--- src/rtl/spi_reg_ctrl_pkg.sv ---
// Shared types and constants for the SPI register-mapped controller.
package spi_reg_ctrl_pkg;

  typedef enum logic [1:0] {
    IDLE    = 2'd0,
    CMD     = 2'd1,
    WR_DATA = 2'd2,
    RD_DATA = 2'd3
  } state_e;

  localparam logic [7:0] STATUS_BYTE = 8'hA5;
  localparam logic [7:0] MODE_RESET  = 8'h04;

  localparam int MODE_CPOL_BIT = 0;
  localparam int MODE_CPHA_BIT = 1;
  localparam int MODE_MSB_BIT  = 2;

  localparam int CMD_RW_BIT = 7;
  localparam int CMD_ADDR_W = 7;

  function automatic logic addr_ok(input logic [CMD_ADDR_W-1:0] a, input int num_regs);
    return 32'(a) < 32'(num_regs);
  endfunction

endpackage

--- src/rtl/spi_reg_ctrl_if.sv ---
// SPI-side byte stream and host register port of spi_reg_ctrl.
interface spi_reg_ctrl_if;
  import spi_reg_ctrl_pkg::*;

  logic                  spi_cs;
  logic [7:0]            spi_data_in;
  logic                  spi_end_of_byte;
  logic                  spi_busy;
  logic [7:0]            spi_data_out;
  logic                  spi_cpol;
  logic                  spi_cpha;
  logic                  spi_msb_first;
  logic [CMD_ADDR_W-1:0] host_addr;
  logic                  host_wr;
  logic [7:0]            host_wdata;
  logic [7:0]            host_rdata;
  logic                  spi_err;

  modport slave (
    input  spi_cs, spi_data_in, spi_end_of_byte, spi_busy,
    input  host_addr, host_wr, host_wdata,
    output spi_data_out, spi_cpol, spi_cpha, spi_msb_first,
    output host_rdata, spi_err
  );

  modport master (
    output spi_cs, spi_data_in, spi_end_of_byte, spi_busy,
    output host_addr, host_wr, host_wdata,
    input  spi_data_out, spi_cpol, spi_cpha, spi_msb_first,
    input  host_rdata, spi_err
  );

endinterface

--- src/rtl/spi_reg_bank.sv ---
// NUM_REGS x 8 register bank: SPI write beats host write on the same address,
// two combinational read ports returning 0x00 for out-of-range addresses.
module spi_reg_bank
  import spi_reg_ctrl_pkg::*;
#(
  parameter int NUM_REGS = 16,
  parameter int ADDR_W   = CMD_ADDR_W
) (
  input  logic              clk,
  input  logic              rst,
  input  logic              i_spi_we,
  input  logic [ADDR_W-1:0] i_spi_addr,
  input  logic [7:0]        i_spi_wdata,
  input  logic              i_host_we,
  input  logic [ADDR_W-1:0] i_host_addr,
  input  logic [7:0]        i_host_wdata,
  input  logic [ADDR_W-1:0] i_rd_a_addr,
  output logic [7:0]        o_rd_a_data,
  input  logic [ADDR_W-1:0] i_rd_b_addr,
  output logic [7:0]        o_rd_b_data,
  output logic [2:0]        o_mode
);

  localparam int IDX_W = $clog2(NUM_REGS);

  logic [7:0] r_regs [NUM_REGS];

  for (genvar g = 0; g < NUM_REGS; g++) begin : g_reg
    localparam logic [7:0] RST_VAL = (g == 0) ? MODE_RESET : 8'h00;
    logic w_spi_hit;
    logic w_host_hit;

    assign w_spi_hit  = i_spi_we  && (i_spi_addr  == ADDR_W'(g));
    assign w_host_hit = i_host_we && (i_host_addr == ADDR_W'(g));

    always_ff @(posedge clk or negedge rst) begin
      if (!rst)            r_regs[g] <= RST_VAL;
      else if (w_spi_hit)  r_regs[g] <= i_spi_wdata;
      else if (w_host_hit) r_regs[g] <= i_host_wdata;
    end
  end

  always_comb begin
    o_rd_a_data = 8'h00;
    if (addr_ok(i_rd_a_addr, NUM_REGS)) o_rd_a_data = r_regs[i_rd_a_addr[IDX_W-1:0]];
  end

  always_comb begin
    o_rd_b_data = 8'h00;
    if (addr_ok(i_rd_b_addr, NUM_REGS)) o_rd_b_data = r_regs[i_rd_b_addr[IDX_W-1:0]];
  end

  assign o_mode = {r_regs[0][MODE_MSB_BIT], r_regs[0][MODE_CPHA_BIT], r_regs[0][MODE_CPOL_BIT]};

endmodule

--- src/rtl/spi_reg_ctrl.sv ---
// Command/data sequencer turning spi_slave bytes into register reads/writes.
// Optional frame-write interrupt enabled by SPI_REG_CTRL_IRQ_EN.
module spi_reg_ctrl
  import spi_reg_ctrl_pkg::*;
#(
  parameter int NUM_REGS = 16,
  parameter int ADDR_W   = CMD_ADDR_W
) (
  input  logic          clk,
  input  logic          rst,
  spi_reg_ctrl_if.slave bus
`ifdef SPI_REG_CTRL_IRQ_EN
  ,
  output logic          irq,
  input  logic          irq_clr
`endif
);

  state_e            r_state, w_state_nxt;
  logic              r_cs_q;
  logic [ADDR_W-1:0] r_ptr;
  logic [ADDR_W-1:0] w_ptr_inc;
  logic [ADDR_W-1:0] w_rd_addr;
  logic [7:0]        r_data_out;
  logic [7:0]        w_rd_data;
  logic [2:0]        w_mode;
  logic              r_err;
  logic              r_cpol, r_cpha, r_msb;
  logic              w_eob, w_cs_fall;
  logic              w_cmd_eob, w_wr_eob, w_rd_eob;
  logic              w_ptr_ok, w_rd_ok;
  logic              w_spi_we, w_rd_load, w_err_set, w_host_clr;

  assign w_eob     = bus.spi_end_of_byte;
  assign w_cs_fall = r_cs_q && !bus.spi_cs;
  assign w_cmd_eob = w_eob && (r_state == CMD);
  assign w_wr_eob  = w_eob && (r_state == WR_DATA);
  assign w_rd_eob  = w_eob && (r_state == RD_DATA);

  // Wrap at the last register; out-of-range pointers run on to 127 then 0.
  assign w_ptr_inc = (32'(r_ptr) == 32'(NUM_REGS - 1)) ? '0 : r_ptr + ADDR_W'(1);
  assign w_rd_addr = w_cmd_eob ? bus.spi_data_in[ADDR_W-1:0] : w_ptr_inc;

  assign w_ptr_ok   = addr_ok(r_ptr, NUM_REGS);
  assign w_rd_ok    = addr_ok(w_rd_addr, NUM_REGS);
  assign w_spi_we   = w_wr_eob && w_ptr_ok;
  assign w_rd_load  = (w_cmd_eob && bus.spi_data_in[CMD_RW_BIT]) || w_rd_eob;
  assign w_err_set  = (w_wr_eob && !w_ptr_ok) || (w_rd_load && !w_rd_ok);
  assign w_host_clr = bus.host_wr && (bus.host_addr == ADDR_W'(1));

  spi_reg_bank #(
    .NUM_REGS (NUM_REGS),
    .ADDR_W   (ADDR_W)
  ) u_bank (
    .clk          (clk),
    .rst          (rst),
    .i_spi_we     (w_spi_we),
    .i_spi_addr   (r_ptr),
    .i_spi_wdata  (bus.spi_data_in),
    .i_host_we    (bus.host_wr),
    .i_host_addr  (bus.host_addr),
    .i_host_wdata (bus.host_wdata),
    .i_rd_a_addr  (bus.host_addr),
    .o_rd_a_data  (bus.host_rdata),
    .i_rd_b_addr  (w_rd_addr),
    .o_rd_b_data  (w_rd_data),
    .o_mode       (w_mode)
  );

  always_comb begin
    w_state_nxt = r_state;
    case (r_state)
      IDLE:    if (w_cs_fall) w_state_nxt = CMD;
      CMD:     if (w_eob) w_state_nxt = bus.spi_data_in[CMD_RW_BIT] ? RD_DATA : WR_DATA;
      WR_DATA: w_state_nxt = WR_DATA;
      RD_DATA: w_state_nxt = RD_DATA;
      default: w_state_nxt = IDLE;
    endcase
    // Frame end overrides everything, after the same-cycle byte is processed.
    if (bus.spi_cs && (r_state != IDLE)) w_state_nxt = IDLE;
  end

  // r_cs_q resets low so a frame already in progress at reset release is ignored.
  always_ff @(posedge clk or negedge rst) begin
    if (!rst) begin
      r_state    <= IDLE;
      r_cs_q     <= 1'b0;
      r_ptr      <= '0;
      r_data_out <= STATUS_BYTE;
      r_err      <= 1'b0;
    end else begin
      r_state <= w_state_nxt;
      r_cs_q  <= bus.spi_cs;
      if (w_cmd_eob)                 r_ptr <= bus.spi_data_in[ADDR_W-1:0];
      else if (w_wr_eob || w_rd_eob) r_ptr <= w_ptr_inc;
      if (w_state_nxt != RD_DATA)    r_data_out <= STATUS_BYTE;
      else if (w_rd_load)            r_data_out <= w_rd_data;
      if (w_err_set)                 r_err <= 1'b1;
      else if (w_host_clr)           r_err <= 1'b0;
    end
  end

  // Mode is shadowed for the whole frame; it follows reg0 only while deselected.
  always_ff @(posedge clk or negedge rst) begin
    if (!rst) begin
      r_cpol <= MODE_RESET[MODE_CPOL_BIT];
      r_cpha <= MODE_RESET[MODE_CPHA_BIT];
      r_msb  <= MODE_RESET[MODE_MSB_BIT];
    end else if (bus.spi_cs) begin
      r_cpol <= w_mode[0];
      r_cpha <= w_mode[1];
      r_msb  <= w_mode[2];
    end
  end

  assign bus.spi_data_out  = r_data_out;
  assign bus.spi_cpol      = r_cpol;
  assign bus.spi_cpha      = r_cpha;
  assign bus.spi_msb_first = r_msb;
  assign bus.spi_err       = r_err;

`ifdef SPI_REG_CTRL_IRQ_EN
  logic w_cs_rise;
  logic r_wr_seen;
  logic r_irq;

  assign w_cs_rise = !r_cs_q && bus.spi_cs;

  always_ff @(posedge clk or negedge rst) begin
    if (!rst) begin
      r_wr_seen <= 1'b0;
      r_irq     <= 1'b0;
    end else begin
      if (w_cs_rise)     r_wr_seen <= 1'b0;
      else if (w_spi_we) r_wr_seen <= 1'b1;
      if (w_cs_rise && (r_wr_seen || w_spi_we)) r_irq <= 1'b1;
      else if (irq_clr)                         r_irq <= 1'b0;
    end
  end

  assign irq = r_irq;
`endif

  a_busy_in_frame: assert property (@(posedge clk) disable iff (!rst)
    bus.spi_busy |-> !bus.spi_cs);

endmodule

--- src/flat_wrapper.sv ---
// flat-port wrapper written by rule: the top's interface ports become plain ports
module spi_reg_ctrl_flat import spi_reg_ctrl_pkg::*;
#(
  parameter int NUM_REGS = 16,
  parameter int ADDR_W   = CMD_ADDR_W
)
  (clk, rst, bus_spi_cs, bus_spi_data_in, bus_spi_end_of_byte, bus_spi_busy, bus_host_addr, bus_host_wr, bus_host_wdata, bus_spi_data_out, bus_spi_cpol, bus_spi_cpha, bus_spi_msb_first, bus_host_rdata, bus_spi_err);
  spi_reg_ctrl_if bus_i ();
  input  logic clk;
  input  logic rst;
  input wire logic [$bits(bus_i.spi_cs)-1:0] bus_spi_cs;
  input wire logic [$bits(bus_i.spi_data_in)-1:0] bus_spi_data_in;
  input wire logic [$bits(bus_i.spi_end_of_byte)-1:0] bus_spi_end_of_byte;
  input wire logic [$bits(bus_i.spi_busy)-1:0] bus_spi_busy;
  input wire logic [$bits(bus_i.host_addr)-1:0] bus_host_addr;
  input wire logic [$bits(bus_i.host_wr)-1:0] bus_host_wr;
  input wire logic [$bits(bus_i.host_wdata)-1:0] bus_host_wdata;
  output wire logic [$bits(bus_i.spi_data_out)-1:0] bus_spi_data_out;
  output wire logic [$bits(bus_i.spi_cpol)-1:0] bus_spi_cpol;
  output wire logic [$bits(bus_i.spi_cpha)-1:0] bus_spi_cpha;
  output wire logic [$bits(bus_i.spi_msb_first)-1:0] bus_spi_msb_first;
  output wire logic [$bits(bus_i.host_rdata)-1:0] bus_host_rdata;
  output wire logic [$bits(bus_i.spi_err)-1:0] bus_spi_err;
  assign bus_i.spi_cs = bus_spi_cs;
  assign bus_i.spi_data_in = bus_spi_data_in;
  assign bus_i.spi_end_of_byte = bus_spi_end_of_byte;
  assign bus_i.spi_busy = bus_spi_busy;
  assign bus_i.host_addr = bus_host_addr;
  assign bus_i.host_wr = bus_host_wr;
  assign bus_i.host_wdata = bus_host_wdata;
  assign bus_spi_data_out = bus_i.spi_data_out;
  assign bus_spi_cpol = bus_i.spi_cpol;
  assign bus_spi_cpha = bus_i.spi_cpha;
  assign bus_spi_msb_first = bus_i.spi_msb_first;
  assign bus_host_rdata = bus_i.host_rdata;
  assign bus_spi_err = bus_i.spi_err;
  spi_reg_ctrl #(.NUM_REGS(NUM_REGS), .ADDR_W(ADDR_W)) u_core (.clk(clk), .rst(rst), .bus(bus_i));
endmodule
--- config.mk ---
export PLATFORM = sky130hd
export DESIGN_NAME = spi_reg_ctrl_flat
export DESIGN_NICKNAME = d
export VERILOG_FILES = /design/src/rtl/spi_reg_ctrl_pkg.sv /design/src/rtl/spi_reg_ctrl_if.sv /design/src/rtl/spi_reg_bank.sv /design/src/rtl/spi_reg_ctrl.sv /design/src/flat_wrapper.sv
export SDC_FILE = /design/constraint.sdc
export NUM_CORES = 1
export LEC_CHECK = 0
export CAP_MARGIN = 20
export CELL_PAD_IN_SITES_DETAIL_PLACEMENT = 0
export CELL_PAD_IN_SITES_GLOBAL_PLACEMENT = 2
export CORE_MARGIN = 10
export CORE_UTILIZATION = 35
export DETAILED_ROUTE_END_ITERATION = 16
export HOLD_SLACK_MARGIN = 0.12
export PLACE_DENSITY = 0.77
export SLEW_MARGIN = 20
export SYNTH_ARGS = -nofsm -noshare
export SYNTH_HDL_FRONTEND = slang
export SYNTH_SLANG_ARGS = --single-unit
--- constraint.sdc ---
create_clock -name clk -period 4.6 [get_ports clk]
set_clock_uncertainty 0.1 [all_clocks]
set_input_delay 0.69 -clock clk [delete_from_list [all_inputs] [get_ports clk]]
set_output_delay 0.69 -clock clk [all_outputs]
set_load 0.01 [all_outputs]
# --- Word level (Yosys, flattened, before mapping) ---
# Index checks and enable logic that the tools add are counted.
totals:
  reg_bits: 150
  word_cells: 189
  inputBits: 29
  out_inout_bits: 20
classes:
  n_reduce_logical: 70
  order_cmp: 5
  n_eq_ne: 34
  bitwise: 2
  n_addsub: 1
  n_mux: 53
ops:
  columns: ["op", "count"]
  rows:
  - ["two-way mux 8 bit", 40]
  - ["equality test 7 x 4 -> 1 bit, second input constant", 16]
  - ["binary-select mux 8 bit (select 4 bit)", 2]
  - ["equality test 7 x 3 -> 1 bit, second input constant", 8]
  - ["logical AND 1 bit", 41]
  - ["nonzero test 2 bit", 20]
  - ["equality test 7 x 2 -> 1 bit, second input constant", 4]
  - ["two-way mux 7 bit", 4]
  - ["< comparator 7 x 5 -> 1 bit, second input constant", 3]
  - ["equality test 7 x 1 -> 1 bit, second input constant", 2]
  - ["logical NOT 7 bit", 2]
  - [">= comparator 5 bit, second input constant", 2]
  - ["NOT 4 -> 5 bit", 2]
  - ["one-hot mux 2 bit (4 select lines)", 1]
  - ["adder 7 x 1 -> 7 bit, second input constant", 1]
  - ["two-way mux 2 bit", 3]
  - ["equality test 2 bit, second input constant", 2]
  - ["logical NOT 1 bit", 3]
  - ["logical OR 1 bit", 3]
  - ["two-way mux 1 bit", 3]
  - ["equality test 2 x 1 -> 1 bit, second input constant", 1]
  - ["logical NOT 2 bit", 1]
  - ["!= test 2 bit, second input constant", 1]

# --- Depth between registers and ports, before layout ---
logic_depth:
  ltp_word: 10
  mapped_depth: 12
  ltp_nobuf: 8

# --- Hierarchy ---
# A second synthesis with hierarchy kept.
unflattened:
  cells_unflattened: 853
  area_unflattened_um2: 9386.5
modules_own_cells:
  columns: ["module", "seq_area_each_um2", "cells_each", "area_per_inst_um2", "n_inst"]
  rows:
  - ["spi_reg_bank", 3204.3, 733, 8219.1, 1]
  - ["spi_reg_ctrl", 556.8, 120, 1167.4, 1]

# --- Least setup slack after synthesis ---
# Ideal clock, no wire load.
synth_path:
  path_kind: "input to output"
  startpoint: "input bus_host_addr[0]"
  endpoint: "output bus_host_rdata[0]"
  path_stages: 5
  path_slack_ns: 1.433
  t_required_ns: 3.810
  arrival_ns: 2.377
  n_path_buf: 2
  cell_sequence: "buf_2 -> buf_2 -> mux4_2 -> mux4_2 -> and2_1"
synth_between:
  elab_chain_len: 5
  word_cells_on_any_way: 6
  cone_classes: "order compare: 1; mux: 4; bitwise: 1"
synth_lines:
  columns: ["item", "line", "rtl"]
  rows:
  - ["start: declaration", "flat_wrapper.sv:15", "input wire logic [$bits(bus_i.host_addr)-1:0] bus_host_addr;"]
  - ["NOT 4 -> 5 bit (not written as such)", "spi_reg_bank.sv:45", "if (addr_ok(i_rd_a_addr, NUM_REGS)) o_rd_a_data = r_regs[i_rd_a_addr[IDX_W-1:0]];"]
  - ["binary-select mux 8 bit (select 4 bit)", "spi_reg_bank.sv:45", null]
  - ["two-way mux 8 bit (not written as such) (2 in a row)", "spi_reg_bank.sv:45", null]
  - ["two-way mux 8 bit *", "spi_reg_bank.sv:45", null]
  - ["end: declaration", "flat_wrapper.sv:22", "output wire logic [$bits(bus_i.host_rdata)-1:0] bus_host_rdata;"]
# Mark *: on every way between the ends. The rest lies on a longest branch, timed or not. The select of a mux whose other input is x is not followed.

# --- Worst setup path in the final report ---
layout_path:
  startpoint: "input bus_host_addr[1]"
  endpoint: "output bus_host_rdata[5]"
# The elaborated chain is that of the path after synthesis.

==> metrics.cfg <==
[worst_setup_path]
start_kind = input pin
critPathMaxFanout = 27
end_kind = output pin
required_ns = 3.81
path_class = input pin to output pin
arrival_ns = 3.15

[run_status]
status = completed

[floorplanning]
core-area_mm2 = 0.0268
die_h_um = 184
row_count = 60
initial_core_util = 0.353
io_pins = 49
die_x_um = 184
dieArea_mm2 = 0.0340

[timing]
slew_violations = 0
max_freq_ghz = 0.254
hold_viol = 0
fin_ws_ns = 0.656
slew_headroom = 0.352
fin_crit_sh = 0.857
holdWs_ns = 0.191
worstMarginPinSlew_ns = 0.969
min_period_ns = 3.94
grt_setup_unrepaired = no
setup_violations = 0
finalSetupTns_ns = 0

[synthesis]
synthAdderAreaFrac = 0.00529
syn-cell-area_mm2 = 0.00947
ys.flop_type = dfrtp_1
postSynth.asyncResetShare = 1.00
synth_compound_area_frac = 0.122
synth-simple-area-share = 0.169
ys_types = 64
synthCells = 990
synth_fp_nets = 1023
syn_area_per_cell_um2 = 9.56
synth_warnings = 0
ys_seq_area_frac = 0.397
muxShareOfSynthArea = 0.261
synth_xor_area_frac = 0.00185
yosys_register_bits = 150
synth_top_family_by_area = multiplexers
synth-edff-count = 0

[detailed_routing]
wl_um = 33500
topRoutingLayerUsed = met4
drt-met1-wl_um = 14700
drt_iter0_markers = 785
routedWlPerCell_um = 24.7
postRouteAntennaNets = 0
firstDrtPassIters = 5
routed-via-count = 7675
vias_per_cell = 5.66
dr_wl_met2_um = 16100
dr_wl_met3_um = 1930
drc = 0

[placement]
gp_congestion = 0.841
io_buffers = 47
place_ws_ns = 0.510
hpwl_um = 23000

[grt]
overflow = 0
grt_max_degree = 77
grt_pass1_wl_um = 49800
track_usage = 0.199
grt_antenna_before_repair = 0
grt_pass1_vias = 7433

[cells_and_area]
drive_above_1_share = 0.130
nNetsFinal = 1034
utilization = 0.402
area_delta_synth_final_pct = 13.9
antenna_cells = 0

[power_and_ir_drop]
vdd_ir_drop_max_mv = 0.265
powerDensity_mw_per_mm2 = 530
p_leak_nw = 5.01

[clock_network]
clk_pin_slew_ns = 0.07
post_cts_buffers = 0
cts_tree = done
cts_buffer_depth = 2
numCtsBuffers = 17
cts_root_buf = clkbuf_16
ctsResizeCount = 0
cts_sinks = 150
hold_buffers = 0
clk_latency_ns = 0.44
htreeDepth = 4

[job]
maxCapViolCount = 0

[min_path]
hold_path.class = input pin to asynchronous set/reset pin

[critical path, stage by stage]
cell and delay (ns):
buf_2 0.66, buf_12 0.23, mux4_2 0.34, mux4_2 0.55, and2_1 0.19, clkdlybuf4s50_1 0.48
[layout make-up]
type	count	area, um2
multi-input cells	759	5310
inverters	2	7.51
repair buffers	71	679
well taps	341	427
fillers	2615	16000
flip-flops and latches	150	3760
clock buffers	19	433
clock inverters	13	173
[sequential cells by signal (all words and copies together) (netlist names)]
register	flops
u_core.bus.spi_cpha	1
u_core.bus.spi_cpol	1
u_core.bus.spi_data_out	8
u_core.bus.spi_err	1
u_core.bus.spi_msb_first	1
u_core.r_cs_q	1
u_core.r_ptr	7
u_core.r_state	2
u_core.u_bank.o_mode	3
u_core.u_bank.r_regs	125
[kinds of logic after synthesis]
family	Yosys count
flip-flops	150
AO/OA/AOI/OAI	203
AND/OR/NAND/NOR	361
adder cells (fa/ha/maj)	4
multiplexers	189
buffers and inverters	81
XOR/XNOR	2
[metrics by stage]
| stage | instances | power, mW | instance area, um2 |
|---|---|---|---|
| floorplan | 990 | 3.50 | 9470 |
| global placement | 1323 | 4.22 | 10200 |
| detailed placement | 1323 | 4.24 | 10200 |
| CTS | 1355 | 5.74 | 10800 |
| global route | 1355 | 6.01 | 10800 |
| finish | 1355 | 5.71 | 10800 |
[placed cells by master, fill, tap and decap left out, types with 7 or more instances in the layout]
master | synthesis | final
and2_1 | 14 | 14
and3_1 | 7 | 7
a21oi_1 | 151 | 151
mux4_2 | 41 | 41
nor2_1 | 143 | 143
buf_4 | 2 | 21
clkdlybuf4s50_1 | 0 | 44
clkbuf_16 | 0 | 17
nand3_1 | 38 | 38
nand2_1 | 124 | 124
dfrtp_1 | 144 | 144
mux2i_1 | 137 | 136
o21ai_0 | 13 | 13
mux2_2 | 7 | 7
[power by group]
part	switching, mW	total, mW	internal, mW
combinational	1.28	2.18	0.904
clock	0.627	1.49	0.862
sequential	0.357	2.04	1.69
total	2.26	5.71	3.45
[routing by layer]
metal  vias to the layer above  global-route usage
met5                         -                   0
met4                         0              0.0701
met3                        36              0.0325
li1                       3568                   -
met2                       273               0.318
met1                      3798               0.264
[cell usage after synthesis, types with 5 or more instances]
library cell  count  share of area
nor2b_1           5         0.0033
nand3_1          38          0.020
dfrtp_1         144           0.38
mux2i_1         137           0.14
a31oi_1           5         0.0033
a21oi_1         151          0.080
clkbuf_1         50          0.020
mux2_2            7         0.0083
nand2_1         124          0.049
buf_2            15         0.0079
o21ai_0          13         0.0069
and3_1            7         0.0046
nor2_1          143          0.057
and2_1           14         0.0092
mux4_2           41          0.098
dfstp_2           6          0.017
[final timing paths]
path	startpoint	endpoint	slack, ns	cells past startpoint
min reg2reg	u_core.bus.spi_err	u_core.bus.spi_err	0.40	2
min in group clk	u_core.bus.spi_err	u_core.bus.spi_err	0.40	2
max	bus_host_addr[1]	bus_host_rdata[5]	0.66	6
min	rst	u_core.u_bank.r_regs[112]	0.19	1
max in group asynchronous	rst	u_core.u_bank.r_regs[70]	3.29	2
max reg2reg	u_core.r_state[1]	u_core.bus.spi_data_out[4]	1.28	8
Power figures use the tool's default switching activity.
